## config.mk

```make
export PLATFORM = sky130hd
export DESIGN_NAME = tdm_demux4_flat
export DESIGN_NICKNAME = d
export VERILOG_FILES = /design/src/rtl/tdm_demux4_pkg.sv /design/src/rtl/tdm_demux4_if.sv /design/src/rtl/tdm_demux4_slot_tracker.sv /design/src/rtl/tdm_demux4.sv /design/src/flat_wrapper.sv
export SDC_FILE = /design/constraint.sdc
export NUM_CORES = 1
export LEC_CHECK = 0
export ABC_AREA = 1
export ABC_CLOCK_PERIOD_IN_PS = 1600
export BUFFER_PORTS_ARGS = -buffer_cell sky130_fd_sc_hd__buf_2
export CORE_MARGIN = 2
export CORE_UTILIZATION = 50
export CTS_BUF_LIST = sky130_fd_sc_hd__clkbuf_8
export DETAILED_ROUTE_END_ITERATION = 10
export PLACE_DENSITY = 0.79
export SYNTH_ARGS = -nofsm -noshare
export SYNTH_HDL_FRONTEND = slang
export SYNTH_SLANG_ARGS = --single-unit
```

## constraint.sdc

```tcl
create_clock -name clk -period 1.6 [get_ports clk]
set_input_delay 0.32 -clock clk [delete_from_list [all_inputs] [get_ports clk]]
set_output_delay 0.32 -clock clk [all_outputs]
set_load 0.1 [all_outputs]
```

## src/rtl/tdm_demux4_pkg.sv

```systemverilog
// tdm_pkg: shared constants and types for the tdm_demux4 receive path.
// Holds the default lane count and slot width, the slot counter width
// helper, and the HUNT/LOCKED state type.
// Optional feature macro: TDM_DEMUX_PARITY_EN (adds one parity slot per frame).
package tdm_pkg;

  localparam int LANES_DEF = 4;
  localparam int WIDTH_DEF = 1;

`ifdef TDM_DEMUX_PARITY_EN
  localparam int PAR_SLOTS = 1;
`else
  localparam int PAR_SLOTS = 0;
`endif

  // Slots per frame on the wire, including the parity slot when enabled.
  function automatic int frame_len(input int lanes);
    return lanes + PAR_SLOTS;
  endfunction

  // Slot counter width; must hold every slot index of a frame.
  function automatic int slot_w(input int lanes);
    return $clog2(lanes + PAR_SLOTS);
  endfunction

  localparam int SLOT_W = slot_w(LANES_DEF);

  typedef enum logic {
    HUNT   = 1'b0,
    LOCKED = 1'b1
  } tdm_state_e;

endpackage

```

## src/rtl/tdm_demux4_if.sv

```systemverilog
// tdm_demux4_if: pin-side bus of the TDM demultiplexer.
//   en, sync_in, data_in            : slot strobe, frame marker, slot payload
//   lane_out, frame_vld             : committed frame and its update pulse
//   locked, slot_idx, err           : tracker status
// Modports: master (far side / consumer), slave (the demultiplexer).
interface tdm_demux4_if #(
  parameter int LANES = tdm_pkg::LANES_DEF,
  parameter int WIDTH = tdm_pkg::WIDTH_DEF
);
  localparam int SW = tdm_pkg::slot_w(LANES);

  logic                   en;
  logic                   sync_in;
  logic [WIDTH-1:0]       data_in;
  logic [LANES*WIDTH-1:0] lane_out;
  logic                   frame_vld;
  logic                   locked;
  logic [SW-1:0]          slot_idx;
  logic                   err;

  modport master (
    output en, sync_in, data_in,
    input  lane_out, frame_vld, locked, slot_idx, err
  );

  modport slave (
    input  en, sync_in, data_in,
    output lane_out, frame_vld, locked, slot_idx, err
  );
endinterface

```

## src/rtl/tdm_demux4_slot_tracker.sv

```systemverilog
// tdm_slot_tracker: HUNT/LOCKED frame tracker and slot counter.
//   clk, rst        : clock, async active-high reset
//   i_en, i_sync    : slot strobe, frame marker
//   o_locked        : high in LOCKED
//   o_slot_idx      : next expected slot
//   o_capture_en    : store the current payload at o_capture_slot
//   o_commit        : final slot of the frame is being captured
//   o_sync_err      : early or missed frame sync this cycle
// Frame length grows by one parity slot under TDM_DEMUX_PARITY_EN.
//
// state  | meaning
// HUNT   | waiting for sync_in to mark slot 0, payload discarded
// LOCKED | aligned to the frame, slot counter names the next slot
module tdm_slot_tracker
  import tdm_pkg::*;
#(
  parameter  int LANES = LANES_DEF,
  localparam int SW    = slot_w(LANES)
) (
  input  logic          clk,
  input  logic          rst,
  input  logic          i_en,
  input  logic          i_sync,
  output logic          o_locked,
  output logic [SW-1:0] o_slot_idx,
  output logic [SW-1:0] o_capture_slot,
  output logic          o_capture_en,
  output logic          o_commit,
  output logic          o_sync_err
);

  localparam logic [SW-1:0] LAST = SW'(frame_len(LANES) - 1);

  tdm_state_e    r_state, w_state_nxt;
  logic [SW-1:0] r_slot, w_slot_nxt;

  always_ff @(posedge clk or posedge rst) begin
    if (rst) begin
      r_state <= HUNT;
      r_slot  <= '0;
    end else begin
      r_state <= w_state_nxt;
      r_slot  <= w_slot_nxt;
    end
  end

  always_comb begin
    w_state_nxt    = r_state;
    w_slot_nxt     = r_slot;
    o_capture_en   = 1'b0;
    o_capture_slot = r_slot;
    o_commit       = 1'b0;
    o_sync_err     = 1'b0;
    if (i_en) begin
      case (r_state)
        HUNT: begin
          if (i_sync) begin
            o_capture_en   = 1'b1;
            o_capture_slot = '0;
            w_slot_nxt     = SW'(1);
            w_state_nxt    = LOCKED;
          end
        end
        LOCKED: begin
          if (r_slot == '0) begin
            if (i_sync) begin
              o_capture_en = 1'b1;
              w_slot_nxt   = SW'(1);
            end else begin
              o_sync_err  = 1'b1;
              w_state_nxt = HUNT;
            end
          end else if (i_sync) begin
            // Early sync: restart the frame from slot 0.
            o_sync_err     = 1'b1;
            o_capture_en   = 1'b1;
            o_capture_slot = '0;
            w_slot_nxt     = SW'(1);
          end else begin
            o_capture_en = 1'b1;
            if (r_slot == LAST) begin
              o_commit   = 1'b1;
              w_slot_nxt = '0;
            end else begin
              w_slot_nxt = r_slot + SW'(1);
            end
          end
        end
        default: w_state_nxt = HUNT;
      endcase
    end
  end

  assign o_locked   = (r_state == LOCKED);
  assign o_slot_idx = r_slot;

endmodule

```

## src/rtl/tdm_demux4.sv

```systemverilog
// tdm_demux4: TDM receive demultiplexer. Deserializes one frame of LANES
// slots into a shadow register and commits all lanes to lane_out at once.
//   clk, rst : clock, async active-high reset
//   bus      : tdm_demux4_if.slave (en, sync_in, data_in in;
//              lane_out, frame_vld, locked, slot_idx, err out)
// Macro TDM_DEMUX_PARITY_EN: frame carries an extra even-parity slot; a
// mismatch suppresses the commit and pulses err.
module tdm_demux4
  import tdm_pkg::*;
#(
  parameter int LANES = LANES_DEF,
  parameter int WIDTH = WIDTH_DEF
) (
  input  logic            clk,
  input  logic            rst,
  tdm_demux4_if.slave     bus
);

  localparam int SW     = slot_w(LANES);
  localparam int LANE_W = $clog2(LANES);

  logic [SW-1:0]          w_cap_slot;
  logic [SW-1:0]          w_slot_idx;
  logic                   w_cap_en;
  logic                   w_commit;
  logic                   w_sync_err;
  logic                   w_locked;
  logic                   w_cap_data;
  logic [LANE_W-1:0]      w_lane_idx;
  logic [LANES*WIDTH-1:0] w_frame;
  logic [WIDTH-1:0]       r_shadow [LANES];
  logic [LANES*WIDTH-1:0] r_lane_out;
  logic                   r_frame_vld;
  logic                   r_err;

  tdm_slot_tracker #(.LANES(LANES)) u_tracker (
    .clk            (clk),
    .rst            (rst),
    .i_en           (bus.en),
    .i_sync         (bus.sync_in),
    .o_locked       (w_locked),
    .o_slot_idx     (w_slot_idx),
    .o_capture_slot (w_cap_slot),
    .o_capture_en   (w_cap_en),
    .o_commit       (w_commit),
    .o_sync_err     (w_sync_err)
  );

  assign w_lane_idx = w_cap_slot[LANE_W-1:0];

`ifdef TDM_DEMUX_PARITY_EN
  logic w_par_ok;
  // The parity slot is never stored; it is only compared.
  assign w_cap_data = w_cap_en && (w_cap_slot < SW'(LANES));
  assign w_par_ok   = ((^w_frame) == bus.data_in[0]);
`else
  assign w_cap_data = w_cap_en;
`endif

  // Shadow with the slot being captured this cycle merged in, so the last
  // data slot lands in lane_out on the same edge that captures it.
  always_comb begin
    w_frame = '0;
    for (int k = 0; k < LANES; k++) begin
      w_frame[k*WIDTH +: WIDTH] = (w_cap_data && (w_lane_idx == LANE_W'(k))) ?
                                  bus.data_in : r_shadow[k];
    end
  end

  always_ff @(posedge clk or posedge rst) begin
    if (rst) begin
      r_lane_out  <= '0;
      r_frame_vld <= 1'b0;
      r_err       <= 1'b0;
      for (int k = 0; k < LANES; k++) r_shadow[k] <= '0;
    end else begin
      r_frame_vld <= 1'b0;
      r_err       <= w_sync_err;
      if (w_cap_data) begin
        // Slot 0 starts a fresh frame, so leftovers of a broken one are cleared.
        for (int k = 0; k < LANES; k++) begin
          if (w_lane_idx == '0)
            r_shadow[k] <= (k == 0) ? bus.data_in : '0;
          else if (w_lane_idx == LANE_W'(k))
            r_shadow[k] <= bus.data_in;
        end
      end
      if (w_commit) begin
`ifdef TDM_DEMUX_PARITY_EN
        if (w_par_ok) begin
          r_lane_out  <= w_frame;
          r_frame_vld <= 1'b1;
        end else begin
          r_err <= 1'b1;
        end
`else
        r_lane_out  <= w_frame;
        r_frame_vld <= 1'b1;
`endif
      end
    end
  end

  assign bus.lane_out  = r_lane_out;
  assign bus.frame_vld = r_frame_vld;
  assign bus.err       = r_err;
  assign bus.locked    = w_locked;
  assign bus.slot_idx  = w_slot_idx;

endmodule

```

## src/flat_wrapper.sv

```systemverilog
// flat-port wrapper written by rule: the top's interface ports become plain ports
module tdm_demux4_flat import tdm_pkg::*;
#(
  parameter int LANES = LANES_DEF,
  parameter int WIDTH = WIDTH_DEF
)
  (clk, rst, bus_en, bus_sync_in, bus_data_in, bus_lane_out, bus_frame_vld, bus_locked, bus_slot_idx, bus_err);
  tdm_demux4_if #(.LANES(LANES), .WIDTH(WIDTH)) bus_i ();
  input  logic clk;
  input  logic rst;
  input wire logic [$bits(bus_i.en)-1:0] bus_en;
  input wire logic [$bits(bus_i.sync_in)-1:0] bus_sync_in;
  input wire logic [$bits(bus_i.data_in)-1:0] bus_data_in;
  output wire logic [$bits(bus_i.lane_out)-1:0] bus_lane_out;
  output wire logic [$bits(bus_i.frame_vld)-1:0] bus_frame_vld;
  output wire logic [$bits(bus_i.locked)-1:0] bus_locked;
  output wire logic [$bits(bus_i.slot_idx)-1:0] bus_slot_idx;
  output wire logic [$bits(bus_i.err)-1:0] bus_err;
  assign bus_i.en = bus_en;
  assign bus_i.sync_in = bus_sync_in;
  assign bus_i.data_in = bus_data_in;
  assign bus_lane_out = bus_i.lane_out;
  assign bus_frame_vld = bus_i.frame_vld;
  assign bus_locked = bus_i.locked;
  assign bus_slot_idx = bus_i.slot_idx;
  assign bus_err = bus_i.err;
  tdm_demux4 #(.LANES(LANES), .WIDTH(WIDTH)) u_core (.clk(clk), .rst(rst), .bus(bus_i));
endmodule
```

==> results of run 1 <==
-- kinds of logic after synthesis --
family | Yosys count | share of synthesized area, %
adders and majority gates | 7 | 11.9
DFF | 13 | 44.2
AOI/OAI and AO/OA | 9 | 7.14
buffers and inverters | 16 | 8.33
and+or+nand+nor | 43 | 28.4
-- registers in the layout (all words and copies together) (netlist names) --
signal                       flops
u_core.bus.err                   1
u_core.u_tracker.o_slot_idx      2
u_core.bus.frame_vld             1
u_core.r_shadow                  4
u_core.u_tracker.o_locked        1
u_core.bus.lane_out              4
-- through the flow --
| stage | TNS, ns | utilization [%] |
|---|---|---|
| after global placement | 0 | 67.6 |
| after CTS | 0 | 71.0 |
| after detailed placement | 0 | 67.6 |
| after global routing | -0.325 | 72.9 |
| after floorplan | -0.835 | - |
| final | -0.00668 | 72.9 |
-- per-layer routing --
metal	vias to the layer above	track usage [%]	wire, µm
met5	-	0	0
li1	317	-	-
met2	20	30.8	737
met3	4	4.31	78
met4	0	10.6	34
met1	285	22.5	672
-- cell usage after synthesis, drive strengths merged --
master,n
ha,7
nand2,24
o211ai,1
and2,1
a21oi,5
inv,15
o21ai,1
nand3,12
o21a,1
clkinv,1
o31ai,1
nor2,6
dfrtp,13
-- worst max path at each step --
| stage | from | to | slack (ns) | cells past startpoint |
|---|---|---|---|---|
| 2_1_floorplan | u_core.u_tracker.o_slot_idx[1]$_DFFE_PP0P_ | u_core.r_shadow[0]$_DFFE_PP0P_ | -0.16 | 10 |
| 4_1_cts | u_core.u_tracker.o_slot_idx[0]$_DFFE_PP0P_ | u_core.r_shadow[2]$_DFFE_PP0P_ | 0.002 | 9 |
| 3_5_place_dp | u_core.u_tracker.o_slot_idx[0]$_DFFE_PP0P_ | u_core.r_shadow[0]$_DFFE_PP0P_ | 0.02 | 10 |
| 3_3_place_gp | u_core.u_tracker.o_slot_idx[0]$_DFFE_PP0P_ | u_core.r_shadow[2]$_DFFE_PP0P_ | 0.05 | 9 |
| 6_report | u_core.u_tracker.o_slot_idx[0]$_DFFE_PP0P_ | u_core.r_shadow[0]$_DFFE_PP0P_ | -0.007 | 10 |
| 5_1_grt | u_core.u_tracker.o_slot_idx[0]$_DFFE_PP0P_ | u_core.r_shadow[0]$_DFFE_PP0P_ | -0.08 | 10 |
-- repair_timing --
action,CTS,global route
buffers inserted,0,1
hold buffers,0,0
gates resized for setup,0,6
hold endpoints to repair,0,0
setup endpoints to repair,0,7
-- final cells by class --
class                   instances  share of cell area (%)
flip-flops and latches         13                    34.4
well taps                      15                    1.93
clock inverters                 1                   0.386
inverters                      16                    6.82
multi-input cells              59                    42.5
clock buffers                   3                    4.25
repair buffers                 17                    9.78
==> flow_metrics.env, run 1 <==
export IMPL_outcome="finished with violations"
export IMPL_violations_in_the_final_reports="setup timing"
export IMPL_hold_class="primary input to async pin"
export IMPL_crit_reg2reg_capture="u_core.r_shadow[0]$_DFFE_PP0P_"
export IMPL_area_sequential_um2=334
export IMPL_synthesis_area_um2=736
export IMPL_post_synth_top_area_fraction_pct=44.2
export IMPL_cp_end_kind="flip-flop"
export IMPL_route_vias_total=626
export IMPL_die_height_um=42.4
export IMPL_r2r_slack_ns=-0.007
export IMPL_worst_skew_pair_late_latency_ns=0.24
export IMPL_die_area_um2=1790
export IMPL_drv_slew=0
export IMPL_timing_final_crit_period_ns=1.61
export IMPL_net_count_final=122
export IMPL_effective_utilization_at_floorplan_pct=55.2
export IMPL_synthCells=88
export IMPL_path_max_fanout=4
export IMPL_maxSlewHeadroom_pct=65.2
export IMPL_detailedPlacementHpwl_um=1130
export IMPL_syn_mean_instance_area_um2=8.36
export IMPL_synth_distinct_cells=17
export IMPL_syn2layout_area_growth_pct=32.1
export IMPL_fin_hold_ws_ns=0.100
export IMPL_cts_root_to_sink_buffers=2
export IMPL_rows=13
export IMPL_setup_skew_after_layout_ns=0.00260
export IMPL_htree_levels=1
export IMPL_die_w_um=42.4
export IMPL_floorplan_io_pins=14
export IMPL_r2r_cells=10
export IMPL_cts_root_buffer_cell="clkbuf_8"
export IMPL_worst_path_max_delay_cell="dfrtp_4"
export IMPL_dr_pass1_iters=4
export IMPL_multiInputGateArea_um2=413
export IMPL_hold_violations=0
export IMPL_post_cts_clock_slew_at_the_launch_and_capture_registers_of_the_worst_setup_and_hold_paths_ns=0.06
export IMPL_detail_route_iter0_violations=12
export IMPL_num_antenna_cells=0
export IMPL_timing_critical_path_from_type="flip-flop"
export IMPL_setup_viol_count_final=1
export IMPL_worstPathBufferInverterCount=3
export IMPL_drc_errors=0
export IMPL_first_global_vias=582
export IMPL_clock_tree_from_tritoncts="built"
export IMPL_global_route_wire_length_before_repair_um=2480
export IMPL_most_common_library_cell_in_the_layout_ignoring_fill_and_taps="nand2_1"
export IMPL_required_ns=1.73
export IMPL_worst_pin_slew_ns=0.522
export IMPL_gp_congestion=0.820
export IMPL_final_layout_size_suffix_gt1_share_pct=38.5
export IMPL_place_inst=119
export IMPL_crit_arrival_ns=1.74
export IMPL_fmax_mhz=622
export IMPL_clock_sinks=13
export IMPL_synth_largest_area_cell="dfrtp_1"
export IMPL_final_cell_mix="nand2_1 (17), buf_2 (13), inv_1 (12)"
export IMPL_tritoncts_num_buffers=3
export IMPL_ant_nets=0
export IMPL_grt_start_max_net_pins=14
export IMPL_final_cells=124
export IMPL_gr_total_overflow=0
export IMPL_grt_setup_unrepaired="yes"
export IMPL_final_min_period_over_clock_period_pct=100
export IMPL_slowest_stage_delay_on_critical_path_ns=0.50
export IMPL_synthTopCellsByArea="dfrtp_1 (44%), ha_1 (12%), nand2_1 (11%), inv_1 (7.7%), nand3_1 (7.5%)"
export IMPL_grt_antenna_before_repair=0
export IMPL_routedWlPerCell_um=12.3
export IMPL_synthesis_nets=100
export IMPL_timing_rr_start="u_core.u_tracker.o_slot_idx[0]$_DFFE_PP0P_"
export IMPL_totalWireLength_um=1520
export IMPL_filler_cell_count=102
export IMPL_pre_cts_ws_ns=0.0186
export IMPL_final_setup_worst_slack_ns=-0.00668
export IMPL_average_via_count_per_standard_cell=5.05
export IMPL_grt_util_all_layers_pct=18.8
export IMPL_yosys_register_bits=13
export IMPL_design_area_um2=972
export IMPL_ys_seq_area_share_pct=44.2
export IMPL_port_buffer_count=13
export IMPL_worst_setup_path_type="flip-flop to flip-flop"
export IMPL_dpl_cell_area_um2=902
export IMPL_critical_path_top_delay_family="flip-flops"
export IMPL_max_cap_violations=0
export IMPL_path_cells="inv_4 -> ha_4 -> nand2_4 -> a21oi_4 -> inv_2 -> ha_4 -> inv_2 -> nand2_2 -> nor2_1 -> a21oi_1"
export IMPL_coreArea_um2=1330
export IMPL_ys_warnings_count=0
Power of run 1 is not shown: default switching activity piles up to over one toggle a cycle in this logic, so the estimate is an artifact.
==> inputs of run 2 (changes only) <==
--- a/config.mk
+++ b/config.mk
@@ -9,10 +9,9 @@
 export ABC_CLOCK_PERIOD_IN_PS = 1600
 export BUFFER_PORTS_ARGS = -buffer_cell sky130_fd_sc_hd__buf_2
 export CORE_MARGIN = 2
-export CORE_UTILIZATION = 50
-export CTS_BUF_LIST = sky130_fd_sc_hd__clkbuf_8
+export CORE_UTILIZATION = 40
 export DETAILED_ROUTE_END_ITERATION = 10
-export PLACE_DENSITY = 0.79
+export PLACE_DENSITY = 0.66
 export SYNTH_ARGS = -nofsm -noshare
 export SYNTH_HDL_FRONTEND = slang
 export SYNTH_SLANG_ARGS = --single-unit
==> flow_metrics.env, run 2 (synthesis results as in run 1) <==
export IMPL_place_inst=128
export IMPL_timing_rr_start="u_core.u_tracker.o_slot_idx[1]$_DFFE_PP0P_"
export IMPL_grt_util_all_layers_pct=15.0
export IMPL_cts_root_buffer_cell="clkbuf_4"
export IMPL_worst_setup_path_type="flip-flop to flip-flop"
export IMPL_coreArea_um2=1730
export IMPL_detail_route_iter0_violations=7
export IMPL_gr_total_overflow=0
export IMPL_detailedPlacementHpwl_um=1070
export IMPL_timing_critical_path_from="u_core.u_tracker.o_slot_idx[1]$_DFFE_PP0P_"
export IMPL_effective_utilization_at_floorplan_pct=42.6
export IMPL_gp_congestion=0.822
export IMPL_final_cell_mix="nand2_1 (17), buf_2 (13), inv_1 (11), nand3_1 (11), dfrtp_1 (10)"
export IMPL_rows=15
export IMPL_path_cells="inv_4 -> ha_4 -> nand2_4 -> a21oi_4 -> inv_2 -> ha_4 -> inv_2 -> nand2_2 -> nor2_2 -> a21oi_1"
export IMPL_post_cts_clock_slew_at_the_launch_and_capture_registers_of_the_worst_setup_and_hold_paths_ns=0.08
export IMPL_crit_arrival_ns=1.74
export IMPL_path_max_fanout=3
export IMPL_cp_end_kind="flip-flop"
export IMPL_grt_antenna_before_repair=0
export IMPL_routedWlPerCell_um=11.5
export IMPL_filler_cell_count=162
export IMPL_clock_sinks=13
export IMPL_final_setup_tns_ns=0
export IMPL_route_vias_total=656
export IMPL_worst_path_max_delay_cell="dfrtp_4"
export IMPL_design_area_um2=1000
export IMPL_outcome="complete, no violations"
export IMPL_totalWireLength_um=1580
export IMPL_worstPathBufferInverterCount=3
export IMPL_die_height_um=46.9
export IMPL_critical_path_top_delay_family="flip-flops"
export IMPL_hold_violations=0
export IMPL_ant_nets=0
export IMPL_setup_viol_count_final=0
export IMPL_dr_pass1_iters=4
export IMPL_cts_root_to_sink_buffers=2
export IMPL_syn2layout_area_growth_pct=36.1
export IMPL_final_min_period_over_clock_period_pct=97.7
export IMPL_worst_pin_slew_ns=0.511
export IMPL_first_global_vias=592
export IMPL_floorplan_io_pins=14
export IMPL_required_ns=1.77
export IMPL_port_buffer_count=13
export IMPL_crit_reg2reg_capture="u_core.r_shadow[0]$_DFFE_PP0P_"
export IMPL_timing_critical_path_from_type="flip-flop"
export IMPL_drc_errors=0
export IMPL_worst_skew_pair_late_latency_ns=0.28
export IMPL_r2r_slack_ns=0.04
export IMPL_setup_skew_after_layout_ns=0.000479
export IMPL_grt_start_max_net_pins=14
export IMPL_maxSlewHeadroom_pct=65.9
export IMPL_most_common_library_cell_in_the_layout_ignoring_fill_and_taps="nand2_1"
export IMPL_htree_levels=1
export IMPL_slowest_stage_delay_on_critical_path_ns=0.50
export IMPL_clock_tree_from_tritoncts="built"
export IMPL_average_via_count_per_standard_cell=4.75
export IMPL_global_route_wire_length_before_repair_um=2340
export IMPL_r2r_cells=10
export IMPL_tritoncts_num_buffers=3
export IMPL_net_count_final=126
export IMPL_num_antenna_cells=0
export IMPL_grt_setup_unrepaired="yes"
export IMPL_fmax_mhz=640
export IMPL_die_w_um=46.9
export IMPL_die_area_um2=2200
export IMPL_max_cap_violations=0
export IMPL_hold_class="primary input to async pin"
export IMPL_timing_final_crit_period_ns=1.56
export IMPL_dpl_cell_area_um2=907
export IMPL_final_layout_size_suffix_gt1_share_pct=42.5
export IMPL_final_cells=138
export IMPL_drv_slew=0
## run 2: cell types whose count changed in the layout (fill, tap and decap cells not counted), sizes merged
cell / delta
buf: +4
inv: -1
clkbuf: +1
## run 2: what timing repair did
| action | CTS | global route |
|---|---|---|
| pin swaps | 1 | 4 |
| resized for setup | 0 | 8 |
| cloned | 0 | 0 |
| endpoints found under the setup margin | 2 | 8 |
| hold buffers | 0 | 0 |
| buffers inserted | 5 | 1 |
## run 2: through the flow
stage | util [%] | worst slack (ns) | hold WS (ns)
CTS | 56.2 | 0.00387 | 0.0822
finish | 58.0 | 0.0375 | 0.0521
global placement | 52.5 | 0.0387 | 0.374
global route | 58.0 | -0.0438 | 0.116
floorplan | - | -0.160 | 0.197
detailed placement | 52.5 | 0.00901 | 0.383
## run 2: worst register-to-register path: stages (launching register included)
cell     delay, ns
dfrtp_4       0.50
inv_4         0.07
ha_4          0.14
nand2_4       0.05
a21oi_4       0.14
inv_2         0.07
ha_4          0.23
inv_2         0.04
nand2_2       0.06
nor2_2        0.10
a21oi_1       0.05
## run 2: worst max-delay path by stage
stage	end	cells after the start
2_1_floorplan	u_core.r_shadow[0]$_DFFE_PP0P_	10
3_3_place_gp	u_core.bus.lane_out[2]$_DFFE_PP0P_	10
3_5_place_dp	u_core.r_shadow[0]$_DFFE_PP0P_	10
4_1_cts	u_core.r_shadow[0]$_DFFE_PP0P_	10
5_1_grt	u_core.r_shadow[0]$_DFFE_PP0P_	10
6_report	u_core.r_shadow[0]$_DFFE_PP0P_	10
## run 2: per-layer routing
| metal | vias to the layer above | GRT usage [%] | part of all wire [%] |
|---|---|---|---|
| li1 | 330 | - | - |
| met1 | 308 | 19.8 | 48 |
| met2 | 12 | 24.1 | 48 |
| met3 | 6 | 2.31 | 2.5 |
| met4 | 0 | 6.67 | 2.0 |
| met5 | - | 0 | 0 |
## run 2: final cells by class
cell class	count	area [µm²]	area share, %
multi-input cells	59	418	41.8
flip-flops and latches	13	334	33.4
repair buffers	21	125	12.5
inverters	16	66.3	6.62
well taps	25	31.3	3.13
clock buffers	4	26.3	2.63
Power of run 2 is left out for the same reason.
